**src/rtl/bus_arb_pkg.sv**
```systemverilog
// rtl/bus_arb_pkg.sv - shared types and constants for the bus arbiter
package bus_arb_pkg;

   typedef enum logic {IDLE = 1'b0, BUSY = 1'b1} state_t;

   localparam int NREQ_DEF  = 4;
   localparam int WIDTH_DEF = 16;
   localparam int PTR_W_DEF = $clog2(NREQ_DEF);

   function automatic int ptr_w(input int n);
      return (n > 1) ? $clog2(n) : 1;
   endfunction

endpackage

```
**src/rtl/buf_and.sv**
```systemverilog
// rtl/buf_and.sv - bus buffer AND gate: passes the word only while enabled
module buf_and #(
   parameter int WIDTH = 16
) (
   input  logic [WIDTH-1:0] a,
   input  logic             en,
   output logic [WIDTH-1:0] y
);

   assign y = a & {WIDTH{en}};

endmodule

```
**src/rtl/rr_pick.sv**
```systemverilog
// rtl/rr_pick.sv - combinational round-robin pick starting after the last winner
module rr_pick #(
   parameter int NREQ = 4,
   parameter int PW   = 2
) (
   input  logic [NREQ-1:0] req,
   input  logic [PW-1:0]   last,
   output logic [NREQ-1:0] gnt,
   output logic [PW-1:0]   idx,
   output logic            any_req
);

   always_comb begin
      logic [PW-1:0] cand;
      gnt     = '0;
      idx     = '0;
      any_req = 1'b0;
      cand    = '0;
      // scan last+1 .. last+NREQ so the previous winner is visited last
      for (int k = 1; k <= NREQ; k++) begin
         cand = PW'((int'(last) + k) % NREQ);
         if (!any_req && req[cand]) begin
            any_req   = 1'b1;
            gnt[cand] = 1'b1;
            idx       = cand;
         end
      end
   end

endmodule

```
**src/rtl/bus_arbiter.sv**
```systemverilog
// rtl/bus_arbiter.sv - round-robin owner of the internal data bus with valid/ready output
// Optional burst lock is compiled in with BUS_ARB_LOCK_EN.
module bus_arbiter
   import bus_arb_pkg::*;
#(
   parameter int NREQ     = NREQ_DEF,
   parameter int WIDTH    = WIDTH_DEF,
   parameter int LOCK_MAX = 8
) (
   input  logic                  clk,
   input  logic                  rst,
   input  logic [NREQ-1:0]       req,
   input  logic [NREQ*WIDTH-1:0] req_data,
`ifdef BUS_ARB_LOCK_EN
   input  logic [NREQ-1:0]       req_lock,
`endif
   output logic [NREQ-1:0]       grant,
   output logic [NREQ-1:0]       ack,
   output logic [WIDTH-1:0]      bus_data,
   output logic                  bus_valid,
   input  logic                  bus_ready
);

   localparam int   PW     = ptr_w(NREQ);
   localparam logic S_IDLE = IDLE;
   localparam logic S_BUSY = BUSY;

   logic             state;
   logic [PW-1:0]    last;
   logic             xfer;
   logic             hold;
   logic [NREQ-1:0]  pick_gnt;
   logic [PW-1:0]    pick_idx;
   logic             pick_any;
   logic [WIDTH-1:0] gated [NREQ];

   assign xfer = bus_valid & bus_ready;
   assign ack  = grant & {NREQ{bus_ready}};

   // the source being acked this edge drops to lowest priority
   rr_pick #(.NREQ(NREQ), .PW(PW)) u_pick (
      .req     (req & ~ack),
      .last    (last),
      .gnt     (pick_gnt),
      .idx     (pick_idx),
      .any_req (pick_any)
   );

`ifdef BUS_ARB_LOCK_EN
   localparam int LW = $clog2(LOCK_MAX + 1);
   logic [LW-1:0] lock_cnt;

   assign hold = req_lock[last] && (lock_cnt != LW'(LOCK_MAX - 1));

   always_ff @(posedge clk) begin
      if (rst) begin
         lock_cnt <= '0;
      end else if (state == S_BUSY && xfer && hold) begin
         lock_cnt <= lock_cnt + 1'b1;
      end else if (state == S_IDLE || xfer) begin
         lock_cnt <= '0;
      end
   end
`else
   logic unused_lock_max;
   assign hold            = 1'b0;
   assign unused_lock_max = (LOCK_MAX > 0);
`endif

   always_ff @(posedge clk) begin
      if (rst) begin
         state     <= S_IDLE;
         last      <= PW'(NREQ - 1);
         grant     <= '0;
         bus_valid <= 1'b0;
      end else begin
         case (state)
            S_IDLE: begin
               if (pick_any) begin
                  grant     <= pick_gnt;
                  last      <= pick_idx;
                  bus_valid <= 1'b1;
                  state     <= S_BUSY;
               end
            end
            default: begin
               if (xfer && !hold) begin
                  if (pick_any) begin
                     grant <= pick_gnt;
                     last  <= pick_idx;
                  end else begin
                     grant     <= '0;
                     bus_valid <= 1'b0;
                     state     <= S_IDLE;
                  end
               end
            end
         endcase
      end
   end

   for (genvar gi = 0; gi < NREQ; gi++) begin : g_src
      buf_and #(.WIDTH(WIDTH)) u_gate (
         .a  (req_data[gi*WIDTH +: WIDTH]),
         .en (grant[gi]),
         .y  (gated[gi])
      );
   end

   always_comb begin
      bus_data = '0;
      for (int i = 0; i < NREQ; i++) begin
         bus_data = bus_data | gated[i];
      end
   end

endmodule

```
**config.mk**
```make
export PLATFORM = sky130hd
export DESIGN_NAME = bus_arbiter
export DESIGN_NICKNAME = d
export VERILOG_FILES = /design/src/rtl/bus_arb_pkg.sv /design/src/rtl/buf_and.sv /design/src/rtl/rr_pick.sv /design/src/rtl/bus_arbiter.sv
export SDC_FILE = /design/constraint.sdc
export NUM_CORES = 1
export LEC_CHECK = 0
export ABC_AREA = 1
export CORE_ASPECT_RATIO = 0.5
export CORE_MARGIN = 2
export CORE_UTILIZATION = 30
export DETAILED_ROUTE_END_ITERATION = 6
export PLACE_DENSITY = 0.74
export SLEW_MARGIN = 40
export SYNTH_ARGS = -nofsm -noshare
export SYNTH_HDL_FRONTEND = slang
export SYNTH_SLANG_ARGS = --single-unit
```
**constraint.sdc**
```tcl
create_clock -name clk -period 5.9 [get_ports clk]
set_clock_uncertainty 0.2 [all_clocks]
set_input_delay 1.18 -clock clk [delete_from_list [all_inputs] [get_ports clk]]
set_output_delay 1.18 -clock clk [all_outputs]
set_load 0.005 [all_outputs]
```
Yosys cells after proc, flatten, opt, wreduce, memory -nomap -nowiden
Cells that the tools add are included.
W data, S select, Z words.
- output and inout bits: 25
- register bits after elaboration: 8
- input bits: 71
- logic and storage cells: 87
- mux-type cells: 42
- reduce and logical (&&, ||, !) cells: 13
- bitwise logic cells: 14
- add/subtract/negate cells: 4
- equal/unequal tests: 2
- magnitude comparators: 8
- operators by type and width (kind ; number):
    $and A16 B16 Y16 ; 4
    $or A16 B16 Y16 ; 3
    $mux W4 ; 8
    $mux W1 ; 19
    $mux W2 ; 7
    $lt A2 B3 Y1 const B ; 4
    $or A4 B4 Y4 ; 3
    $and A4 B4 Y4 ; 2
    $bmux W1 S2 ; 4
    $demux W1 S2 ; 4
    $ge A2 B1 Y1 const B ; 4
    $logic_and A1 B1 Y1 ; 7
    $add A2 B1 Y2 const B ; 2
    $add A2 B2 Y2 const B ; 2
    $not A4 Y4 ; 1
    $logic_not A1 Y1 ; 3
    $reduce_and A3 Y1 ; 1
    $ne A2 B1 Y1 const B ; 1
    $ne A2 B2 Y1 const B ; 1
    $reduce_and A2 Y1 ; 1
    $reduce_bool A2 Y1 ; 1
    $and A1 B1 Y1 ; 1

Logic depth before layout (Yosys ltp)
- word-level depth: 18
- mapped depth: 12
- gate-level depth less buffers: 12

Modules after synthesis
From an unflattened synthesis, not the netlist that was laid out.
- cells, all modules: 321
- area, all modules: 1751.7 µm²
- by module, submodules not included (module ; area an instance (µm²) ; sequential area each (µm²) ; times used ; cells an instance):
    buf_and ; 163.9 ; 0.0 ; 4 ; 34
    bus_arbiter ; 560.5 ; 160.2 ; 1 ; 104
    rr_pick ; 535.5 ; 0.0 ; 1 ; 81

Worst setup path before layout
Ideal clock, no wire load.
- path type: input-to-output
- start: in req_data[42]
- end: out bus_data[10]
- data required time: 4520 ps
- cell stages on the path: 2
- slack: 3191 ps
- arrival time: 1329 ps
- buffers on the path: 0
- path through: nand2_1 > nand4_1
- word-level cells in the longest chain between the ends: 3
- ends and longest elaborated chain (element ; line ; RTL):
    from (decl) ; bus_arbiter.sv:13 ; input logic [NREQ*WIDTH-1:0] req_data,
    $and A16 B16 Y16 ; buf_and.sv:10 ; assign y = a & {WIDTH{en}};
    $or A16 B16 Y16 (2 in series) ; bus_arbiter.sv:113 ; bus_data = bus_data | gated[i];
    to (decl) ; bus_arbiter.sv:19 ; output logic [WIDTH-1:0] bus_data,
No other way between the ends.

Final worst setup path
- start: in bus_ready
- end: out ack[3]
- word-level cells in the longest chain between the ends: 1
- ends and longest elaborated chain (element ; line ; RTL):
    from (decl) ; bus_arbiter.sv:21 ; input logic bus_ready
    $and A4 B4 Y4 ; bus_arbiter.sv:38 ; assign ack = grant & {NREQ{bus_ready}};
    to (decl) ; bus_arbiter.sv:18 ; output logic [NREQ-1:0] ack,
No other way between the ends.

==> flow_metrics.py <==
metrics = {
    "final_layout": {
        "drive_gt1_frac": 0.0590,
        "nets": 386,
        "design_area_um2": 2210,
        "syn2layout_area_growth_pct": 79.7,
        "seq_area_um2": 160,
        "fillers": 378,
        "insertedDiodeCount": 0,
        "multiInputGateArea_um2": 926,
    },
    "critical_path": {
        "startpoint": "bus_ready",
        "crit_chain": "clkdlybuf4s50_1 > nand2_1 > inv_1 > clkdlybuf4s50_1",
        "crit_end": "ack[3]",
        "r2r-start": "last[0]",
        "critical_path_required_ps": 4520,
        "cpMostUsedCell": "clkdlybuf4s50_1",
        "critPathSlowestCell": "clkdlybuf4s50_1",
        "cp.arrival_ps": 2490,
        "reg2reg_depth": 12,
        "crit_type": "in2out",
        "ff2ff_setup_slack_ps": 3500,
        "crit_path_max_fanout": 6,
        "start_kind": "input pin",
        "end_kind": "output pin",
        "slowest_delay_ps": 580,
        "timing.rr.end": "grant[1]",
    },
    "status": {
        "status": "complete, but fails checks",
        "violations": "design-rule violations",
    },
    "synth": {
        "synth_cell_types": 21,
        "synth.area.mux_share": 0,
        "yosysTopAreaCell": "nand2_1",
        "synthSimpleGateAreaFrac": 0.612,
        "seq_area_frac_synth": 0.130,
        "ys_ff_latch": 8,
        "synth_fp_nets": 298,
        "synth_top_family_by_area": "simple AND/OR/NAND/NOR gates",
        "synth_compound_area_frac": 0.0590,
        "synth_area_leaders": "nand2_1, dfxtp_1, nand3_1",
        "syn-instance-count": 219,
        "netlist.area_leader.share": 0.305,
        "synth_xor_xnor_area_share": 0,
        "synthAdderAreaFrac": 0.0814,
        "syn_area_um2": 1230,
        "ys.warnings.count": 0,
        "syn_avg_cell_area_um2": 5.62,
    },
    "power_and_ir_drop": {
        "combPwrFrac": 0.752,
        "seqPwrFrac": 0.175,
        "p_clk_frac": 0.074,
        "p_per_area_nw_per_um2": 397,
        "p_sw_w": 0.000420,
        "p_int_w": 0.000457,
        "total_leakage_power_nw": 0.957,
        "switching_share": 0.479,
        "ir_drop_mv": 0.133,
    },
    "die": {
        "die_area_um2": 4660,
        "die_h_um": 49.3,
        "ios": 96,
        "die_x_um": 94.6,
        "core_um2": 3920,
        "start_util": 0.313,
        "fp-row-count": 16,
    },
    "placed_design": {
        "gp_congestion": 0.872,
        "place_hpwl_mm": 3.46,
        "port_buffers": 95,
        "dpl_cell_area_um2": 2170,
    },
    "timing": {
        "rsz0062_at_grt": "false",
        "final-hold-violation-count": 0,
        "fmax_ghz": 0.258,
        "max_slew.worst_pin.slew_ps": 707,
        "setup_viol": 0,
        "drv_slew": 0,
        "setup_tns_ps": 0,
        "min_period_ps": 3870,
        "relSlewSlack": 0.528,
        "finalCritPeriodShare": 0.656,
    },
    "route": {
        "drc": 4,
        "vias": 1666,
        "drtIter0Drc": 29,
        "via_per_inst": 4.64,
        "ant_nets": 0,
        "routed_wirelength_mm": 4.34,
        "wire_per_inst_um": 12.1,
        "detail_route.first_pass.iterations": 7,
    },
    "clock_tree": {
        "cts_made_buffers": 3,
        "cts.path.max_buffers": 2,
        "clockRootBuffer": "clkbuf_8",
        "ctsHoldBuffers": 0,
        "postCtsSetupRepairBufs": 0,
        "clock_sinks": 8,
        "cts.reportedPaths.clkPinSlew_ps": 40,
        "cts_resized": 0,
        "cts-htree-levels": 1,
        "cts_tree": "yes",
        "clkLatencyLatePin_ps": 230,
    },
    "grt": {
        "grt_max_degree": 20,
        "antenna_found_initial": 0,
        "grt_remaining_overflow": 0,
        "grt_pass1_vias": 1533,
        "grtUsageTotal": 0.180,
        "grt_pass1_wl_mm": 6.79,
    },
    "flow_run": {
        "max-cap-violations": 0,
    },
    "min_path": {
        "hp-class": "reg2reg",
        "min_path_cells": 2,
    },
}
==> cell usage in the layout (no fill, tap or decap), drive strengths merged <==
master         synthesis  routed
clkbuf                 4       3
clkdlybuf4s50          0      95
a21oi                  6       6
nand3                 28      28
nor2                  10      10
ha                     8       8
nand2                107     107
a31oi                  1       1
nand4                 16      16
inv                   17      17
o211ai                 1       1
dfxtp                  8       8
o21ai                  5       5
==> area by class of cell <==
class	instances	area share
Timing Repair Buffer	95	0.430
Multi-Input combinational cell	182	0.419
Sequential cell	8	0.0725
Tap cell	54	0.0306
Inverter	17	0.0289
Clock buffer	3	0.0187
==> logic make-up (layout without fill, tap and decap cells) <==
group | Yosys count | count (layout)
AOI/OAI and AO/OA | 13 | 13
adders and majority gates | 8 | 8
buffers and inverters | 29 | 115
DFF | 8 | 8
and+or+nand+nor | 161 | 161
==> state kept, by name, indices dropped and copies added, names as in the netlist <==
signal	flops
grant	4
last	2
bus_valid	1
state	1
==> critical path: cells and delay by family <==
kind                   cells  cell delay, ps
buffers and inverters      3            1160
and+or+nand+nor            1             140
==> routing by layer <==
metal	part of all wire	routed length, µm	vias to the layer above	GRT usage
li1	-	-	881	-
met1	0.41	1790	732	0.205
met2	0.50	2190	49	0.335
met3	0.075	326	4	0.0417
met4	0.0076	33	0	0.0507
met5	0	0	-	0
==> stage by stage <==
step / setup WS, ps / total power (W) / hold WS, ps / utilization / instances
floorplan: 3190 / 0.000532 / 282 / - / 219
global placement: 2050 / 0.000806 / 304 / 0.553 / 356
detailed placement: 2020 / 0.000815 / 311 / 0.553 / 356
CTS: 2020 / 0.000881 / 316 / 0.563 / 359
global route: 1940 / 0.000964 / 330 / 0.563 / 359
finish: 2030 / 0.000877 / 317 / 0.563 / 359
==> Yosys cell counts, drive strengths merged <==
| cell | instances |
|---|---|
| nand2 | 107 |
| nand3 | 28 |
| inv | 17 |
| nand4 | 16 |
| nor2 | 10 |
| buf | 8 |
| dfxtp | 8 |
| ha | 8 |
| a21oi | 6 |
| o21ai | 5 |
| clkbuf | 4 |
| a31oi | 1 |
| o211ai | 1 |
==> worst min-delay path by stage <==
| stage | startpoint | to | slack (ps) |
|---|---|---|---|
| after floorplan | state | state | 280 |
| after global placement | bus_valid | bus_valid | 300 |
| after detailed placement | bus_valid | bus_valid | 310 |
| after CTS | bus_valid | bus_valid | 320 |
| after global routing | bus_valid | bus_valid | 330 |
| final | bus_valid | bus_valid | 320 |
==> power by group through the flow <==
stage | sequential, W | clock, W | combinational, W
after floorplan | 0.0000939 | 0 | 0.000439
after global placement | 0.000156 | 0 | 0.000649
after detailed placement | 0.000155 | 0 | 0.000660
after CTS | 0.000154 | 0.0000649 | 0.000662
after global routing | 0.000162 | 0.0000690 | 0.000732
final | 0.000153 | 0.0000645 | 0.000660
No activity file was read; power rests on OpenSTA's default activity.
